$ cat src/rtl/lamp_seq_ctrl.sv
// lamp_seq_ctrl: debounced three-switch stairwell lamp controller with optional auto-off timer
//   clk, rst         : clock, asynchronous active-high reset
//   S1, S2, S3       : raw switch levels (asynchronous to clk)
//   F                : lamp drive
//   warn             : high while the pre-off warning window is active
//   auto_off         : one-cycle pulse when the timer switched the lamp off
//   state            : INIT=00, OFF=01, ON=10, WARN=11
//   LAMP_SEQ_AUTO_OFF_EN : when defined, builds the timer, WARN state and auto_off
module lamp_seq_ctrl #(
    parameter int DB_CYCLES   = 4,
    parameter int TIMEOUT     = 64,
    parameter int WARN_CYCLES = 16
) (
    input  logic       clk,
    input  logic       rst,
    input  logic       S1,
    input  logic       S2,
    input  logic       S3,
    output logic       F,
    output logic       warn,
    output logic       auto_off,
    output logic [1:0] state
);
    typedef enum logic [1:0] {INIT = 2'b00, OFF = 2'b01, ON = 2'b10, WARN = 2'b11} state_t;
    localparam int CW = $clog2(DB_CYCLES);
    state_t        state_q, state_d;
    logic [2:0]    sync1_q, sync2_q, stable_q, stable_d, evt;
    logic [CW-1:0] cnt_q [3];
    logic [CW-1:0] cnt_d [3];
    logic [1:0]    init_q;
    logic          init_done, toggle;
    assign init_done = (state_q == INIT) && (init_q == 2'd2);
    assign toggle    = ^evt;
    // Debouncers are frozen during INIT; the last INIT edge adopts the synced levels without events.
    always_comb begin
        for (int i = 0; i < 3; i++) begin
            evt[i]      = 1'b0;
            stable_d[i] = init_done ? sync2_q[i] : stable_q[i];
            cnt_d[i]    = '0;
            if (state_q != INIT && sync2_q[i] != stable_q[i]) begin
                if (cnt_q[i] == CW'(DB_CYCLES - 1)) begin
                    stable_d[i] = sync2_q[i];
                    evt[i]      = 1'b1;
                end else begin
                    cnt_d[i] = cnt_q[i] + 1'b1;
                end
            end
        end
    end
`ifdef LAMP_SEQ_AUTO_OFF_EN
    localparam int TW = $clog2(TIMEOUT);
    logic [TW-1:0] timer_q, timer_d;
    logic          auto_off_q, auto_off_d;
    logic          warn_hit, time_up;
    assign warn_hit = timer_q == TW'(TIMEOUT - WARN_CYCLES - 1);
    assign time_up  = timer_q == TW'(TIMEOUT - 1);
    always_comb begin
        state_d = state_q;
        case (state_q)
            INIT:    state_d = init_done ? OFF : INIT;
            OFF:     state_d = toggle ? ON : OFF;
            ON:      state_d = toggle ? OFF : (warn_hit ? WARN : ON);
            default: state_d = (toggle || time_up) ? OFF : WARN;
        endcase
        // Counting continues across ON->WARN; any entry to OFF or ON restarts from zero.
        timer_d    = (state_q[1] && state_d != OFF) ? timer_q + 1'b1 : '0;
        auto_off_d = (state_q == WARN) && time_up && !toggle;
    end
    always_ff @(posedge clk or posedge rst) begin
        if (rst) begin
            timer_q    <= '0;
            auto_off_q <= 1'b0;
        end else begin
            timer_q    <= timer_d;
            auto_off_q <= auto_off_d;
        end
    end
    assign warn     = state_q == WARN;
    assign auto_off = auto_off_q;
`else
    always_comb begin
        state_d = state_q;
        case (state_q)
            INIT:    state_d = init_done ? OFF : INIT;
            OFF:     state_d = toggle ? ON : OFF;
            ON:      state_d = toggle ? OFF : ON;
            default: state_d = OFF;
        endcase
    end
    assign warn     = 1'b0;
    assign auto_off = 1'b0;
`endif
    always_ff @(posedge clk or posedge rst) begin
        if (rst) begin
            sync1_q  <= '0;
            sync2_q  <= '0;
            stable_q <= '0;
            cnt_q    <= '{default: '0};
            init_q   <= '0;
            state_q  <= INIT;
        end else begin
            sync1_q  <= {S3, S2, S1};
            sync2_q  <= sync1_q;
            stable_q <= stable_d;
            cnt_q    <= cnt_d;
            init_q   <= (state_q == INIT) ? init_q + 2'd1 : init_q;
            state_q  <= state_d;
        end
    end
    assign F     = state_q[1];
    assign state = state_q;
endmodule

$ cat config.mk
export PLATFORM = sky130hd
export DESIGN_NAME = lamp_seq_ctrl
export DESIGN_NICKNAME = d
export VERILOG_FILES = /design/src/rtl/lamp_seq_ctrl.sv
export SDC_FILE = /design/constraint.sdc
export NUM_CORES = 1
export LEC_CHECK = 0
export ABC_AREA = 1
export ABC_CLOCK_PERIOD_IN_PS = 1200
export BUFFER_PORTS_ARGS = -buffer_cell sky130_fd_sc_hd__buf_2
export CAP_MARGIN = 20
export CORE_AREA = 2 2 60 62
export CTS_CLUSTER_SIZE = 40
export DETAILED_ROUTE_END_ITERATION = 12
export DIE_AREA = 0 0 62 64
export GPL_ROUTABILITY_DRIVEN = 0
export MAX_ROUTING_LAYER = met4
export PLACE_DENSITY = 0.5
export SLEW_MARGIN = 10
export SYNTH_ARGS = -nofsm -noshare
export SYNTH_HDL_FRONTEND = slang
export SYNTH_SLANG_ARGS = --single-unit
export TNS_END_PERCENT = 1
$ cat constraint.sdc
create_clock -name clk -period 1.2 [get_ports clk]
set_input_delay 0.12 -clock clk [delete_from_list [all_inputs] [get_ports clk]]
set_output_delay 0.12 -clock clk [all_outputs]
set_load 0.01 [all_outputs]
==> results of run 1 <==
[cell usage in the layout (no fill, tap or decap)]
cell / n
inv_1: 14
nor2_2: 1
nand2_1: 6
nand3_4: 3
inv_4: 1
xor2_1: 1
buf_6: 1
o21ai_0: 2
ha_4: 2
dlygate4sd3_1: 4
ha_2: 1
nor2_1: 5
nor3_1: 3
ha_1: 1
dfrtp_1: 18
nand3_2: 9
buf_4: 8
inv_2: 4
nand4_4: 2
o21ai_1: 1
nand2_2: 12
dfrtp_2: 1
conb_1: 2
clkbuf_4: 3
nor2_4: 3
mux2i_1: 1
clkinv_2: 1
nand2_8: 1
buf_2: 7
[final timing paths]
path	start	to	slack (ns)	depth (start not counted)
worst min register to register	sync1_q[2]	sync2_q[2]	0.36	0
worst max-delay path	sync2_q[2]	state[0]	-0.02	8
max in group asynchronous	rst	state[1]	0.61	4
worst max register to register	sync2_q[2]	state[0]	-0.02	8
min in group asynchronous	rst	init_q[1]	0.38	4
worst min-delay path	sync1_q[2]	sync2_q[2]	0.36	0
[metrics by stage]
step	instance area [sq um]	util, %
finish	1280	38.9
global route	1280	38.9
CTS	1160	35.2
detailed placement	1080	32.9
global placement	1080	32.9
floorplan	958	-
[cells in the mapped netlist]
cell type,number
inv_2,2
conb_1,1
nor2_1,7
xor2_1,1
nand2_1,14
nor3_1,3
inv_1,17
nand2_2,4
nand2_8,1
o21ai_0,3
dfrtp_1,19
nand4_2,2
nand3_2,5
nand3_4,2
buf_4,3
mux2i_1,1
nand3_1,5
nor2_4,2
ha_1,4
[area by class of cell]
type	count	area share [%]
clock buffers	3	1.76
clock inverters	1	0.392
inverters	19	5.78
multi-input cells	56	38.8
flip-flops and latches	19	37.3
well taps	46	4.51
repair buffers	20	11.5
[power by group]
part / internal [mW] / switching, mW / total (mW)
Combinational: 0.500 / 0.655 / 1.16
Sequential: 0.841 / 0.133 / 0.974
Clock: 0.124 / 0.189 / 0.313
Total: 1.46 / 0.977 / 2.44
[worst max-delay path: cells and delay by family, from the launching register on]
family	cells	cell delay (ns)
buffers and inverters	2	0.13
DFF	1	0.42
and+or+nand+nor	6	0.57
[flip-flops by register name, summed over array words and instances (netlist names)]
register  count
sync1_q       3
cnt_q         6
stable_q      3
state         2
sync2_q       3
init_q        2
[metal layers]
layer  track usage [%]  vias up
li1                  -      340
met1              9.46      314
met4              5.59        0
met5                 -        -
met3              1.21        2
met2              15.6        7
[logic make-up (layout without fill, tap and decap cells)]
| kind of cell | Yosys count | count (layout) |
|---|---|---|
| and+or+nand+nor | 45 | 45 |
| adders and majority gates | 4 | 4 |
| other | 1 | 2 |
| xor gates and xnor gates | 1 | 1 |
| muxes | 1 | 1 |
| DFF | 19 | 19 |
| AOI/OAI and AO/OA | 3 | 3 |
| buffers and inverters | 22 | 43 |
[repair_timing]
action | CTS | global route
setup buffers | 0 | 2
hold endpoints to repair | 22 | 0
cloned | 0 | 0
gates resized for setup | 5 | 25
pin swaps | 1 | 13
setup endpoints to repair | 3 | 5
hold buffers | 4 | 0
==> flow_metrics.py, run 1 <==
metrics = {
    "routing": {
        "drt_first_pass_iters": 2,
        "wirelength_microns": 1530,
        "ant_nets": 0,
        "post-route-drc-count": 0,
        "wl_per_cell_microns": 9.33,
        "drt-met1-wl_microns": 644,
        "vias_per_cell": 4.04,
        "dr_total_vias": 663,
        "top_layer": "met4",
        "wl_met3_microns": 29,
        "wl_met2_microns": 829,
        "drtIter0Drc": 11,
    },
    "timing": {
        "clock.fmax_ghz": 0.820,
        "finalHoldViolCount": 0,
        "setup_slack_ns": -0.0192,
        "drv_slew": 0,
        "fin_skew_ns": 0.00414,
        "finalSetupViolations": 2,
        "finalSetupTns_ns": -0.0248,
        "whs_ns": 0.357,
        "period_minus_slack_ns": 1.22,
        "rsz0062_at_grt": "yes",
        "min_period_over_period_pct": 102,
    },
    "synth": {
        "synth_adder_area_share_pct": 5.25,
        "avgSynthCellArea_sq_um": 9.93,
        "yosysTopAreaCellShare_pct": 49.9,
        "synth_area_sq_um": 953,
        "synth_cells": 96,
        "yosysSeqAreaShare_pct": 49.9,
        "ys_warn_count": 0,
        "ys_types": 19,
        "synthSimpleGateAreaFrac_pct": 31.1,
        "synth_top_cells_by_area": "dfrtp_1 (50%), inv_1 (6.7%), nand2_1 (5.5%)",
        "synthXorXnorAreaFrac_pct": 0.919,
        "synth_compound_area_share_pct": 1.57,
        "synthMuxAreaShare_pct": 1.05,
        "synth_top_family_by_area": "simple AND/OR/NAND/NOR gates",
        "ys_ff_latch": 19,
        "yosysTopAreaCell": "dfrtp_1",
    },
    "outcome": {
        "violations": "negative setup slack",
        "status": "complete, but fails checks",
    },
    "worst_setup_path": {
        "cp.arrival_ns": 1.40,
        "crit_chain": "nand2_1, inv_2, nor2_4, nand3_4, inv_2, nand3_2, nand3_2, nand3_2",
        "crit_slowest_cell": "dfrtp_1",
        "path_class": "flip-flop to flip-flop",
        "cp-start-kind": "flip-flop",
        "required_ns": 1.38,
        "cp_max_fo": 4,
        "end_kind": "flip-flop",
        "critPathMostFrequentCell": "nand3_2",
        "critPathMaxStageDelay_ns": 0.42,
    },
    "cells_and_area": {
        "seq_area_sq_um": 477,
        "multi_input_area_sq_um": 495,
        "nNetsFinal": 128,
        "area_growth_pct": 34.0,
        "diodes": 0,
        "instances_no_fill": 164,
        "drive_above_1_share_pct": 50.8,
        "fillers": 351,
    },
    "placed_design": {
        "port_buffers": 7,
        "dp_cells": 154,
        "place_hpwl_microns": 1140,
        "pre_cts_ws_ns": -0.0699,
    },
    "clocking": {
        "cts_buffer_depth": 2,
        "h-tree-depth": 1,
        "clock-sinks": 19,
        "numCtsBuffers": 3,
        "cts_tree": "done",
        "cts-root-buf": "clkbuf_4",
        "insertion_delay_ns": 0.29,
        "clk_pin_slew_ns": 0.10,
    },
    "worst_hold_path": {
        "hold_class": "flip-flop to flip-flop",
    },
    "floorplan": {
        "io_pins": 10,
        "fp-row-count": 21,
        "fp.dieH_microns": 64,
        "core_area_sq_um": 3280,
        "die_area_sq_um": 3970,
        "initial_utilization_pct": 29.0,
        "die_x_microns": 62,
    },
    "run": {
        "maxCapViolations": 0,
    },
    "global_route": {
        "first_global_vias": 671,
        "grtUsageTotal_pct": 9.13,
        "grt_max_degree": 20,
        "grt_pass1_wl_microns": 2650,
        "antenna_found_initial": 0,
        "gr-total-overflow": 0,
    },
    "pwr": {
        "p_per_area_nw_per_um2": 1910,
        "irDropWorstVdd_mv": 0.535,
        "total_power_mw": 2.44,
        "leakage_nw": 0.610,
    },
}
Note: power is estimated with default switching activity, not from simulation.
==> run 2: changes to the inputs <==
--- a/config.mk
+++ b/config.mk
@@ -7,15 +7,15 @@
 export LEC_CHECK = 0
 export ABC_AREA = 1
 export ABC_CLOCK_PERIOD_IN_PS = 1200
-export BUFFER_PORTS_ARGS = -buffer_cell sky130_fd_sc_hd__buf_2
 export CAP_MARGIN = 20
 export CORE_AREA = 2 2 60 62
 export CTS_CLUSTER_SIZE = 40
 export DETAILED_ROUTE_END_ITERATION = 12
 export DIE_AREA = 0 0 62 64
+export DONT_BUFFER_PORTS = 1
 export GPL_ROUTABILITY_DRIVEN = 0
 export MAX_ROUTING_LAYER = met4
-export PLACE_DENSITY = 0.5
+export PLACE_DENSITY = 0.47
 export SLEW_MARGIN = 10
 export SYNTH_ARGS = -nofsm -noshare
 export SYNTH_HDL_FRONTEND = slang
==> run 2 against run 1 <==
Net effect:
- critical path depth shrank 1
- cell count shrank 1.8%
- die area is the same
- critical endpoint unchanged
- maximum frequency shrank 0.25%
- the flow still finishes with violations (negative setup slack)
- register-to-register slack is essentially flat
- non-clock buffer count shrank 3
- largest power group unchanged
- clock power shrank 4%
- first-iteration DRC count grew 18%
- sequential power shrank 2%
- worst hold slack lost 0.062 ns
- sequential share of layout area grew 0.073 points
- critical path type unchanged
==> flow_metrics.py, run 2 (synthesis gave the netlist of run 1 again) <==
metrics = {
    "routing": {
        "drt_first_pass_iters": 4,
        "dr_total_vias": 657,
        "post-route-drc-count": 0,
        "wl_per_cell_microns": 10.1,
        "vias_per_cell": 4.08,
        "drtIter0Drc": 13,
        "ant_nets": 0,
        "wirelength_microns": 1630,
    },
    "cells_and_area": {
        "largest_register": "cnt_q",
        "largest_reg_flops": 6,
        "diodes": 0,
        "final_common_cell": "dfrtp_1",
        "final_cell_mix": "dfrtp_1 (18), inv_1 (14), buf_4 (11), nand2_2 (10), nand2_1 (8)",
        "instances_no_fill": 161,
        "stdcell_area_sq_um": 1270,
        "drive_above_1_share_pct": 46.1,
        "area_growth_pct": 33.7,
        "nNetsFinal": 125,
    },
    "floorplan": {
        "fp-row-count": 21,
        "fp.dieH_microns": 64,
        "core_area_sq_um": 3280,
        "initial_utilization_pct": 29.0,
        "die_area_sq_um": 3970,
        "io_pins": 10,
        "die_x_microns": 62,
    },
    "timing": {
        "clock.fmax_ghz": 0.818,
        "whs_ns": 0.296,
        "fin_skew_ns": 0.00221,
        "setup_slack_ns": -0.0222,
        "finalSetupTns_ns": -0.0323,
        "drv_slew": 0,
        "period_minus_slack_ns": 1.22,
        "finalSetupViolations": 2,
        "rsz0062_at_grt": "yes",
        "finalHoldViolCount": 0,
        "min_period_over_period_pct": 102,
    },
    "clocking": {
        "cts-root-buf": "clkbuf_4",
        "insertion_delay_ns": 0.28,
        "clock-sinks": 19,
        "cts_tree": "done",
        "numCtsBuffers": 3,
        "cts_buffer_depth": 2,
        "h-tree-depth": 1,
        "clk_pin_slew_ns": 0.10,
    },
    "worst_setup_path": {
        "critPathMostFrequentCell": "nand3_2",
        "crit_slowest_cell": "dfrtp_1",
        "required_ns": 1.38,
        "path_class": "flip-flop to flip-flop",
        "critPathTopFamily": "simple AND/OR/NAND/NOR gates",
        "path_buf_inv": 1,
        "crit_chain": "nor2_1, nor2_4, nand3_4, buf_6, nand3_2, nand3_2, nand3_2",
        "critPathMaxStageDelay_ns": 0.41,
        "cp-start-kind": "flip-flop",
        "cp_max_fo": 4,
        "cp.arrival_ns": 1.40,
        "end_kind": "flip-flop",
    },
    "pwr": {
        "p_per_area_nw_per_um2": 1910,
        "leakage_nw": 0.598,
        "irDropWorstVdd_mv": 0.754,
    },
    "global_route": {
        "antenna_found_initial": 0,
        "grt_pass1_wl_microns": 2730,
        "grt_max_degree": 20,
        "first_global_vias": 644,
        "gr-total-overflow": 0,
        "grtUsageTotal_pct": 9.34,
    },
    "placed_design": {
        "place_hpwl_microns": 1140,
        "place_area_sq_um": 1050,
        "port_buffers": 0,
        "pre_cts_ws_ns": -0.0646,
        "dp_cells": 147,
    },
    "worst_hold_path": {
        "hold_class": "input port to asynchronous set/reset pin",
    },
    "outcome": {
        "violations": "negative setup slack",
        "status": "complete, but fails checks",
    },
    "run": {
        "maxCapViolations": 0,
    },
}
run 2: repair_timing:
item / CTS / global route
hold endpoints to repair: 22 / 0
endpoints found under the setup margin: 3 / 5
hold buffers: 4 / 0
pin swaps: 1 / 13
gates resized for setup: 6 / 23
buffers inserted: 1 / 5
run 2: cell type report:
type	count	area, sq um
Tap cell	46	57.6
Multi-Input combinational cell	56	493
Clock buffer	4	26.3
Sequential cell	19	477
Inverter	19	76.3
Fill cell	341	2010
Timing Repair Buffer	17	145
run 2: report_power, final:
group | internal, mW | switching, mW
combinational | 0.497 | 0.673
sequential | 0.841 | 0.118
clock | 0.129 | 0.173
total | 1.47 | 0.964
run 2: worst min-delay path: stages:
cell           delay [ns]
dlygate4sd3_1        0.54
inv_1                0.05
buf_4                0.25
run 2: stage by stage:
stage	power, mW	utilization (%)
2_1_floorplan	1.65	-
3_3_place_gp	1.85	31.8
3_5_place_dp	1.89	31.8
4_1_cts	2.25	34.5
5_1_grt	2.67	38.8
6_report	2.43	38.8
run 2: path summary, 6_finish.rpt:
kind / from / endpoint / slack (ns) / depth (start not counted)
max: sync2_q[2] / state[0] / -0.02 / 7
min: rst / cnt_q[5] / 0.30 / 3
max reg2reg: sync2_q[2] / state[0] / -0.02 / 7
min reg2reg: sync1_q[1] / sync2_q[1] / 0.35 / 0
max in group asynchronous: rst / state[1] / 0.70 / 3
min in group clk: sync1_q[1] / sync2_q[1] / 0.35 / 0
run 2: routing by layer:
| metal | global-route usage [%] | routed length (microns) | up-vias |
|---|---|---|---|
| met5 | - | 0 | - |
| met4 | 4.79 | 31 | 0 |
| met3 | 1.62 | 56 | 4 |
| met2 | 13.7 | 887 | 9 |
| met1 | 12.1 | 655 | 310 |
| li1 | - | - | 334 |
==> run 3: changes to the inputs <==
--- a/config.mk
+++ b/config.mk
@@ -8,10 +8,10 @@
 export ABC_AREA = 1
 export ABC_CLOCK_PERIOD_IN_PS = 1200
 export CAP_MARGIN = 20
-export CORE_AREA = 2 2 60 62
+export CORE_AREA = 8 8 66 68
 export CTS_CLUSTER_SIZE = 40
 export DETAILED_ROUTE_END_ITERATION = 12
-export DIE_AREA = 0 0 62 64
+export DIE_AREA = 0 0 74 76
 export DONT_BUFFER_PORTS = 1
 export GPL_ROUTABILITY_DRIVEN = 0
 export MAX_ROUTING_LAYER = met4
==> run 3 against run 2 <==
Net effect:
- the run still ends with negative setup slack left
- largest cell class is now sequential cells
- routed wire length shrank 3.2%
- flip-flop and latch count unchanged
- worst setup slack improved by 0.013 ns
- die area is 42% higher
==> flow_metrics.py, run 3 (synthesis gave the netlist of run 1 again) <==
metrics = {
    "outcome": {
        "status": "complete, but fails checks",
        "violations": "negative setup slack",
    },
    "timing": {
        "finalSetupViolations": 1,
        "period_minus_slack_ns": 1.21,
        "clock.fmax_ghz": 0.827,
        "drv_slew": 0,
        "min_period_over_period_pct": 101,
        "whs_ns": 0.277,
        "setup_slack_ns": -0.00875,
        "fin_skew_ns": 0.00744,
        "finalSetupTns_ns": -0.00875,
        "finalHoldViolCount": 0,
        "rsz0062_at_grt": "yes",
    },
    "cells_and_area": {
        "fillers": 359,
        "nNetsFinal": 119,
        "drive_above_1_share_pct": 34.9,
        "final_cell_mix": "dfrtp_1 (18), inv_1 (16), nand2_1 (10), nand2_2 (8), buf_4 (7)",
        "largest_register": "cnt_q",
        "multi_input_area_sq_um": 445,
        "final_common_cell": "dfrtp_1",
        "diodes": 0,
        "seq_area_sq_um": 477,
        "instances_no_fill": 157,
        "area_growth_pct": 23.2,
        "largest_reg_flops": 6,
        "utilization_pct": 34.1,
    },
    "floorplan": {
        "fp-row-count": 22,
        "io_pins": 10,
        "initial_utilization_pct": 27.7,
        "die_area_sq_um": 5620,
        "core_area_sq_um": 3440,
        "die_x_microns": 74,
        "fp.dieH_microns": 76,
    },
    "worst_setup_path": {
        "cp-start-kind": "flip-flop",
        "crit_chain": "nand2_1, inv_1, nor2_2, nand3_2, buf_4, nand3_2, nand3_1, nand3_1",
        "cp_max_fo": 3,
        "required_ns": 1.43,
        "path_class": "flip-flop to flip-flop",
        "end_kind": "flip-flop",
        "crit_slowest_cell": "dfrtp_1",
        "critPathMaxStageDelay_ns": 0.42,
        "cp.arrival_ns": 1.44,
    },
    "clocking": {
        "h-tree-depth": 1,
        "insertion_delay_ns": 0.29,
        "numCtsBuffers": 3,
        "cts_buffer_depth": 2,
        "clk_pin_slew_ns": 0.11,
        "cts_tree": "done",
        "cts-root-buf": "clkbuf_4",
        "clock-sinks": 19,
    },
    "routing": {
        "drtIter0Drc": 15,
        "wl_per_cell_microns": 10.1,
        "dr_total_vias": 626,
        "ant_nets": 0,
        "post-route-drc-count": 0,
        "wirelength_microns": 1580,
        "vias_per_cell": 3.99,
        "drt_first_pass_iters": 3,
    },
    "global_route": {
        "antenna_found_initial": 0,
        "grt_max_degree": 20,
        "grtUsageTotal_pct": 6.34,
        "first_global_vias": 655,
        "grt_pass1_wl_microns": 2770,
        "gr-total-overflow": 0,
    },
    "placed_design": {
        "port_buffers": 0,
        "pre_cts_ws_ns": -0.0552,
        "dp_cells": 148,
        "place_hpwl_microns": 1170,
    },
    "worst_hold_path": {
        "hold_class": "input port to asynchronous set/reset pin",
    },
    "pwr": {
        "p_per_area_nw_per_um2": 1970,
        "leakage_nw": 0.559,
        "irDropWorstVdd_mv": 0.483,
    },
    "run": {
        "maxCapViolations": 0,
    },
}
==> run 3: worst max-delay path, delay by kind of cell, from the launching register on <==
family / cells / cell delay (ns)
flip-flops: 1 / 0.42
AND/OR/NAND/NOR: 6 / 0.53
buffers and inverters: 2 / 0.20
==> run 3: cell type report <==
cell class	count	share of cell area [%]
inverters	19	6.28
well taps	48	5.11
clock buffers	4	2.24
flip-flops and latches	19	40.6
repair buffers	11	7.88
multi-input cells	56	37.9
==> run 3: through the flow <==
| step | instance area, sq um | total power, mW |
|---|---|---|
| after floorplan | 958 | 1.65 |
| after global placement | 1040 | 1.83 |
| after detailed placement | 1040 | 1.87 |
| after CTS | 1150 | 2.30 |
| after global routing | 1170 | 2.52 |
| final | 1170 | 2.31 |
==> run 3: worst paths after layout <==
| check | startpoint | endpoint | slack (ns) | depth (start not counted) |
|---|---|---|---|---|
| worst max-delay path | stable_q[2] | state[0] | -0.009 | 8 |
| worst min-delay path | rst | sync1_q[0] | 0.28 | 3 |
| worst max register to register | stable_q[2] | state[0] | -0.009 | 8 |
| worst min register to register | sync1_q[1] | sync2_q[1] | 0.35 | 0 |
| max in group asynchronous | rst | state[1] | 0.70 | 3 |
| min in group clk | sync1_q[1] | sync2_q[1] | 0.35 | 0 |
==> run 3: routing by layer <==
layer	global-route usage [%]	vias up	wire (microns)
li1	-	320	-
met1	7.33	298	698
met2	9.77	6	797
met3	1.71	2	72
met4	3.00	0	12
met5	-	-	0
==> run 3: timing repair <==
action                                  CTS  global route
hold buffers                              4             0
buffers inserted                          0             1
gates cloned                              0             0
resized for setup                        12             2
hold endpoints to repair                 22             0
pin swaps                                 1             0
endpoints found under the setup margin    3             5
==> run 3: report_power, final <==
part           internal (mW)  switching [mW]
logic                  0.419           0.592
registers              0.841           0.134
clock network          0.129           0.194
total                   1.39           0.921
